<file path="src/rtl/calc_pkg.sv">
// Shared types for the two-digit calculator sequencer.
//   - operand/result widths
//   - operator codes understood by the downstream ALU
//   - sequencer states and decoded press events
package calc_pkg;

  localparam int OPERAND_W = 4;
  localparam int RESULT_W  = 7;

  // Code 3 is unused; the operator cycle returns to ADD from it.
  typedef enum logic [1:0] {
    OP_ADD = 2'd0,
    OP_SUB = 2'd1,
    OP_MUL = 2'd2
  } op_e;

  typedef enum logic [1:0] {
    ST_ENTRY  = 2'd0,
    ST_EXEC   = 2'd1,
    ST_RESULT = 2'd2,
    ST_ERROR  = 2'd3
  } state_e;

  // One winner per cycle after priority encoding of the four switches.
  typedef enum logic [2:0] {
    PR_NONE = 3'd0,
    PR_EQ   = 3'd1,
    PR_OP   = 3'd2,
    PR_A    = 3'd3,
    PR_B    = 3'd4
  } press_e;

  function automatic op_e next_op(input op_e op);
    case (op)
      OP_ADD:  return OP_SUB;
      OP_SUB:  return OP_MUL;
      default: return OP_ADD;
    endcase
  endfunction

endpackage

</file>
<file path="src/rtl/calc_sequencer.sv">
// Control FSM for the two-digit switch calculator.
// Sequences operand entry, operator selection and evaluation, runs one
// start/done handshake per evaluation with the ALU, and holds the value and
// error flag shown by the display stage.
// Ports:
//   i_Clk, i_Rst_L                  clock, synchronous active-low reset
//   i_Press_A/B/Op/Eq               single-cycle switch press pulses
//   o_Alu_Start                     single-cycle start strobe
//   o_Alu_A, o_Alu_B, o_Alu_Op      operands/operator, straight from registers
//   i_Alu_Done, i_Alu_Result,
//   i_Alu_Neg                       ALU completion, magnitude, sign
//   o_Disp_Value, o_Disp_Err        display value and error-glyph select
module calc_sequencer
  import calc_pkg::*;
#(
  parameter int c_MAX_OPERAND = 9,
  parameter int c_ALU_TIMEOUT = 64
) (
  input  logic                 i_Clk,
  input  logic                 i_Rst_L,
  input  logic                 i_Press_A,
  input  logic                 i_Press_B,
  input  logic                 i_Press_Op,
  input  logic                 i_Press_Eq,
  output logic                 o_Alu_Start,
  output logic [OPERAND_W-1:0] o_Alu_A,
  output logic [OPERAND_W-1:0] o_Alu_B,
  output logic [1:0]           o_Alu_Op,
  input  logic                 i_Alu_Done,
  input  logic [RESULT_W-1:0]  i_Alu_Result,
  input  logic                 i_Alu_Neg,
  output logic [RESULT_W-1:0]  o_Disp_Value,
  output logic                 o_Disp_Err
);

  // The counter must be able to hold c_ALU_TIMEOUT itself: the timeout fires
  // in the cycle where it equals c_ALU_TIMEOUT, i.e. c_ALU_TIMEOUT+1 cycles
  // after the start strobe.
  localparam int                CNT_W       = $clog2(c_ALU_TIMEOUT + 1);
  localparam logic [CNT_W-1:0]  TIMEOUT_CNT = CNT_W'(c_ALU_TIMEOUT);

  function automatic logic [OPERAND_W-1:0] inc_operand(input logic [OPERAND_W-1:0] v);
    return (v == OPERAND_W'(c_MAX_OPERAND)) ? '0 : v + 1'b1;
  endfunction

  state_e                state_q, state_d;
  logic [OPERAND_W-1:0]  a_q, a_d, b_q, b_d;
  op_e                   op_q, op_d;
  logic [RESULT_W-1:0]   disp_q, disp_d;
  logic                  err_q, err_d;
  logic                  start_q, start_d;
  logic [CNT_W-1:0]      cnt_q, cnt_d;
  press_e                press;

  // Only the highest-priority press of a cycle is seen; the rest are dropped.
  always_comb begin
    press = PR_NONE;
    if (i_Press_Eq)      press = PR_EQ;
    else if (i_Press_Op) press = PR_OP;
    else if (i_Press_A)  press = PR_A;
    else if (i_Press_B)  press = PR_B;
  end

  always_comb begin
    state_d = state_q;
    a_d     = a_q;
    b_d     = b_q;
    op_d    = op_q;
    disp_d  = disp_q;
    err_d   = err_q;
    start_d = 1'b0;
    cnt_d   = cnt_q;

    case (state_q)
      ST_ENTRY: begin
        case (press)
          PR_EQ: begin
            start_d = 1'b1;
            cnt_d   = '0;
            state_d = ST_EXEC;
          end
          PR_OP: op_d = next_op(op_q);
          PR_A: begin
            a_d    = inc_operand(a_q);
            disp_d = RESULT_W'(inc_operand(a_q));
          end
          PR_B: begin
            b_d    = inc_operand(b_q);
            disp_d = RESULT_W'(inc_operand(b_q));
          end
          default: ;
        endcase
      end

      // Operands are frozen here, so the ALU sees stable inputs until done.
      // A done arriving on the timeout cycle still takes precedence.
      ST_EXEC: begin
        cnt_d = cnt_q + 1'b1;
        if (i_Alu_Done) begin
          if (i_Alu_Neg) begin
            disp_d  = '0;
            err_d   = 1'b1;
            state_d = ST_ERROR;
          end else begin
            disp_d  = i_Alu_Result;
            err_d   = 1'b0;
            state_d = ST_RESULT;
          end
        end else if (cnt_q == TIMEOUT_CNT) begin
          disp_d  = '0;
          err_d   = 1'b1;
          state_d = ST_ERROR;
        end
      end

      // A new operand press starts a fresh calculation from 0/0 but keeps op.
      ST_RESULT: begin
        case (press)
          PR_EQ: begin
            start_d = 1'b1;
            cnt_d   = '0;
            state_d = ST_EXEC;
          end
          PR_OP: begin
            op_d    = next_op(op_q);
            state_d = ST_ENTRY;
          end
          PR_A: begin
            a_d     = inc_operand('0);
            b_d     = '0;
            disp_d  = RESULT_W'(inc_operand('0));
            state_d = ST_ENTRY;
          end
          PR_B: begin
            a_d     = '0;
            b_d     = inc_operand('0);
            disp_d  = RESULT_W'(inc_operand('0));
            state_d = ST_ENTRY;
          end
          default: ;
        endcase
      end

      // Any press only acknowledges the error; it is not applied.
      ST_ERROR: begin
        if (press != PR_NONE) begin
          a_d     = '0;
          b_d     = '0;
          op_d    = OP_ADD;
          disp_d  = '0;
          err_d   = 1'b0;
          state_d = ST_ENTRY;
        end
      end

      default: state_d = ST_ENTRY;
    endcase
  end

  always_ff @(posedge i_Clk) begin
    if (!i_Rst_L) begin
      state_q <= ST_ENTRY;
      a_q     <= '0;
      b_q     <= '0;
      op_q    <= OP_ADD;
      disp_q  <= '0;
      err_q   <= 1'b0;
      start_q <= 1'b0;
      cnt_q   <= '0;
    end else begin
      state_q <= state_d;
      a_q     <= a_d;
      b_q     <= b_d;
      op_q    <= op_d;
      disp_q  <= disp_d;
      err_q   <= err_d;
      start_q <= start_d;
      cnt_q   <= cnt_d;
    end
  end

  assign o_Alu_Start  = start_q;
  assign o_Alu_A      = a_q;
  assign o_Alu_B      = b_q;
  assign o_Alu_Op     = op_q;
  assign o_Disp_Value = disp_q;
  assign o_Disp_Err   = err_q;

endmodule

</file>
<file path="config.mk">
export PLATFORM = sky130hd
export DESIGN_NAME = calc_sequencer
export DESIGN_NICKNAME = d
export VERILOG_FILES = /design/src/rtl/calc_pkg.sv /design/src/rtl/calc_sequencer.sv
export SDC_FILE = /design/constraint.sdc
export NUM_CORES = 1
export LEC_CHECK = 0
export CORE_MARGIN = 8
export CORE_UTILIZATION = 40
export DETAILED_ROUTE_END_ITERATION = 8
export PLACE_DENSITY = 0.66
export SLEW_MARGIN = 0
export SYNTH_ARGS = -nofsm -noshare
export SYNTH_HDL_FRONTEND = slang
export SYNTH_SLANG_ARGS = --single-unit
</file>
<file path="constraint.sdc">
create_clock -name i_Clk -period 1.9 [get_ports i_Clk]
set_input_delay 0.285 -clock i_Clk [delete_from_list [all_inputs] [get_ports i_Clk]]
set_output_delay 0.285 -clock i_Clk [all_outputs]
set_load 0.02 [all_outputs]
</file>
# Word level (Yosys, flattened, before mapping)
# Cells that the tools add are included.
# word_totals
input_bits	15
register_bits	28
# classes
reduce_logical	18
eq_ne	22
n_addsub	3
muxes	38
# ops
op	count
$mux 7	6
$pmux 7 s2	2
$pmux 7 s4	1
$pmux 4 s3	2
$mux 4	5
$pmux 4 s2	2
$reduce_and 4->1	4
$mux 3	4
$pmux 2 s2	3
$mux 2	5
$ne 2x2->1 const B	5
$add 4x1->4 const B	2
$eq 4x4->1 const B	2
$pmux 2 s4	1
$add 7x1->7 const B	1
$eq 7x7->1 const B	1
$eq 3x2->1 const B	2
$mux 1	6
$ne 3x3->1 const B	2
$reduce_and 3->1	2
$reduce_bool 2->1	3
$reduce_bool 3->1	2
$eq 2x1->1 const B	2
$eq 2x2->1 const B	2
10 further kinds	14

# Depth between registers and ports, before layout
# Gate-level depths: netlist (run 1).
# logic_depth
word_depth	8
mapped_depth	7

# Least setup slack after synthesis (run 1)
# OpenSTA, ideal clock, no wires.
# synth_timing
path_kind	register to register
start	register cnt_q[0]
end	register disp_q[3] (netlist: o_Disp_Value[3])
t_arrival_ps	1667
path_slack_ps	159
setup_ps	74
stages_incl_launch_ff	8
synth_period_minus_slack_ps	1741
path_cell_list	dfxtp_1 inv_1 ha_1 or4b_4 o31a_1 a21boi_4 o21ai_1 a31oi_1
# synth_via
elab_chain_len	3
# synth_lines
item	line_no	text
start, declared	calc_sequencer.sv:52	logic [CNT_W-1:0] cnt_q, cnt_d;
start signal, assigned	calc_sequencer.sv:178	cnt_q <= cnt_d;
$eq 7x7->1	calc_sequencer.sv:109	end else if (cnt_q == TIMEOUT_CNT) begin
$ne 3x3->1 (no line)	-	
$reduce_and 4->1 (no line)	-	
end signal, assigned	calc_sequencer.sv:175	disp_q <= disp_d;
end, declared	calc_sequencer.sv:49	logic [RESULT_W-1:0] disp_q, disp_d;
# Every way passes these cells.
# A chain may end at the register's enable or synchronous reset.

# Worst setup path in the final report (run 1)
# Ends and elaborated chain as after synthesis.

==> impl_metrics.yaml, run 1 <==
setup_path:
  crit_fanout: 8
  cp_data_arrival_time_ps: 2110
  start_kind: "flop"
  worstSetupPathType: "reg2reg"
  required_ps: 2170
  critical_path.endpoint_type: "flop"
logic_synthesis:
  synthTopCellsByCount: "dfxtp_1 (28), nand2_1 (22), nor2_1 (22), a21oi_1 (17), inv_1 (10)"
  synth_cell_types: 42
  yosysTopAreaCell: "dfxtp_1"
  syn-num-nets: 207
  syn_area_sq_um: 1460
  async_flop_share_pct: 0
  yosysMostFrequentCell: "dfxtp_1"
  yosysWarnings: 0
  synth_area_leaders: "dfxtp_1 (38%), a21oi_1 (5.8%), nand2_1 (5.7%), nor2_1 (5.7%), a22oi_1 (3.6%)"
  syn_inst: 190
  synth_top_cell_area_share_pct: 38.4
  synth-edff-count: 0
  synth.avg_cell_area_sq_um: 7.69
  ys_seq_area_share_pct: 38.4
  ys.flop_type: "dfxtp_1"
  ys_ff_latch: 28
sta:
  skew_ps: 8.50
  fin_crit_sh_pct: 96.8
  post-route-min-period_ps: 1840
  rsz0062_at_grt: "true"
  hold_viol_final: 0
  setup_viol_count_final: 0
  relSlewSlack_pct: 65.1
  worstMarginPinSlew_ps: 523
  clock.fmax_mhz: 544
  slew_violations: 0
  setup_tns_ps: 0
power:
  clkPwrFrac_pct: 25.4
  total_power_w: 0.00117
  powerDensity_nw_per_um2: 591
  max-vdd-ir-drop_mv: 0.254
  p_comb_share_pct: 20.9
  switching_share_pct: 27.7
  p_int_w: 0.000848
  cellLeakagePower_nw: 0.697
  switchingPower_w: 0.000325
  seq_power_share_pct: 53.7
clock_tree:
  clk_pin_slew_worst_paths_ps: 160
  clock_latency_ps: 330
  cts_sinks: 28
  cts-root-buf: "clkbuf_4"
  cts_tree: "built"
  cts_max_path_buffers: 2
  htreeDepth: 1
  hold_buffers: 0
  cts_buffers: 3
die:
  die_y_um: 76.4
  boundaryPins: 34
  die_w_um: 76.4
  rows: 22
  die_area_sq_um: 5840
  floorplan.initialDensity_pct: 40.8
  core_area_sq_um: 3580
drt:
  vias_per_cell: 5.38
  detail-route-antenna-nets: 0
  drt-initial-drc-count: 88
  dr.pass1.iters: 5
  vias: 1518
  avgRoutedWirePerCell_um: 13.5
  wl_um: 3820
  drc_errors: 0
run_status:
  status: "completed"
place:
  dp_cells: 276
  numPortBuffers: 33
  gp_congestion: 0.801
  dp_hpwl_um: 2970
cells_and_area:
  drive_above_1_share_pct: 13.7
  area_growth_pct: 35.9
  final_cells: 282
  fill_cells: 358
  fin_nets: 252
  antenna_cells: 0
grt:
  grt_max_degree: 16
  grt_usage_pct: 12.9
  overflow: 0
  antenna_found_initial: 0
  grt_pass1_wl_um: 6490
  grt_pass1_vias: 1432
worst_hold_path:
  min_path_type: "in2reg"
job:
  maxCapViolations: 0
[layout make-up]
cell class / instances / area (sq um) / share of cell area (%)
Tap cell: 48 / 60.1 / 3.03
Multi-Input combinational cell: 143 / 837 / 42.2
Inverter: 10 / 37.5 / 1.89
Clock buffer: 4 / 36.3 / 1.83
Sequential cell: 28 / 563 / 28.4
Timing Repair Buffer: 49 / 450 / 22.7
[repair_timing]
item                                    CTS  global route
resized for setup                         0             6
endpoints found under the setup margin    0             8
setup buffers                             0             2
[path summary, 6_finish.rpt]
path                                start                      endpoint  slack, ps  cells after the start
max                 cnt_q[0]$_SDFFE_PN0P_  o_Disp_Value[3]$_SDFFE_PN0P_         60                      7
min                       i_Alu_Result[1]  o_Disp_Value[1]$_SDFFE_PN0P_        520                      3
max reg2reg         cnt_q[0]$_SDFFE_PN0P_  o_Disp_Value[3]$_SDFFE_PN0P_         60                      7
min reg2reg  o_Disp_Value[6]$_SDFFE_PN0P_  o_Disp_Value[6]$_SDFFE_PN0P_        520                      2
[sequential cells by signal (all words and copies together), names as in the netlist]
name and flops:
o_Alu_B 4, o_Alu_Op 2, o_Disp_Value 7, o_Alu_A 4, cnt_q 7, o_Alu_Start 1, state_q 2, o_Disp_Err 1
[kinds of logic after synthesis]
logic type               count (synthesis)  share of synthesized area (%)
XOR/XNOR                                 2                           1.20
AO/OA/AOI/OAI                           59                           26.2
flip-flops                              28                           38.4
adder cells (fa/ha/maj)                  2                           1.71
buffers and inverters                   19                           5.14
multiplexers                             1                          0.686
AND/OR/NAND/NOR                         79                           26.6
[per-layer routing]
layer / GRT usage [%] / up-vias / share of wire (%) / wire length, um
li1: - / 769 / - / -
met1: 15.4 / 692 / 46 / 1750
met2: 21.0 / 52 / 46 / 1770
met3: 3.77 / 5 / 6.2 / 236
met4: 5.38 / 0 / 1.4 / 55
met5: 0 / - / 0 / 0
[power groups by stage]
stage	clock [W]	combinational [W]	sequential, W
finish	0.000298	0.000245	0.000630
global route	0.000328	0.000269	0.000633
CTS	0.000305	0.000241	0.000629
detailed placement	0	0.000240	0.000641
global placement	0	0.000237	0.000640
floorplan	0	0.000110	0.000655
[metrics by stage]
stage	area, sq um	hold WS, ps	util, %	setup slack, ps
global placement	1920	489	53.6	-98.7
floorplan	1460	411	-	159
CTS	1950	520	54.6	12.6
detailed placement	1920	499	53.6	-136
finish	1980	521	55.5	61.2
global route	1980	532	55.5	-53.8
[worst max-delay path, stage by stage, from the launching register on]
cell,delay (ps)
dfxtp_2,350
inv_2,70
ha_4,120
or4b_4,450
o31a_1,300
a21boi_4,240
o21ai_1,100
a31oi_1,130
[placed cells by master, fill, tap and decap left out, drive strengths merged, types with 2 or more instances in the layout]
| cell type | synthesis | routed |
|---|---|---|
| inv | 10 | 10 |
| clkdlybuf4s50 | 0 | 33 |
| nand2 | 22 | 22 |
| a22oi | 7 | 7 |
| nand4 | 3 | 3 |
| xnor2 | 2 | 2 |
| o211ai | 4 | 4 |
| nor2 | 24 | 24 |
| o31a | 2 | 2 |
| clkbuf | 4 | 4 |
| dfxtp | 28 | 28 |
| a31oi | 6 | 6 |
| or3 | 2 | 2 |
| or4b | 2 | 2 |
| o21ai | 13 | 13 |
| a21oi | 17 | 17 |
| ha | 2 | 2 |
| buf | 5 | 16 |
| nand3 | 6 | 6 |
| nor3 | 6 | 6 |
| or2 | 2 | 2 |
| nor2b | 3 | 3 |
| nand2b | 5 | 5 |
Note: power is estimated with default switching activity, not from simulation.
==> run 2: changes to the inputs <==
HOLD_SLACK_MARGIN = 0.03   (was default)
==> results of run 2 <==
Same layout as run 1: the final DEF is identical, and so are final timing and power.
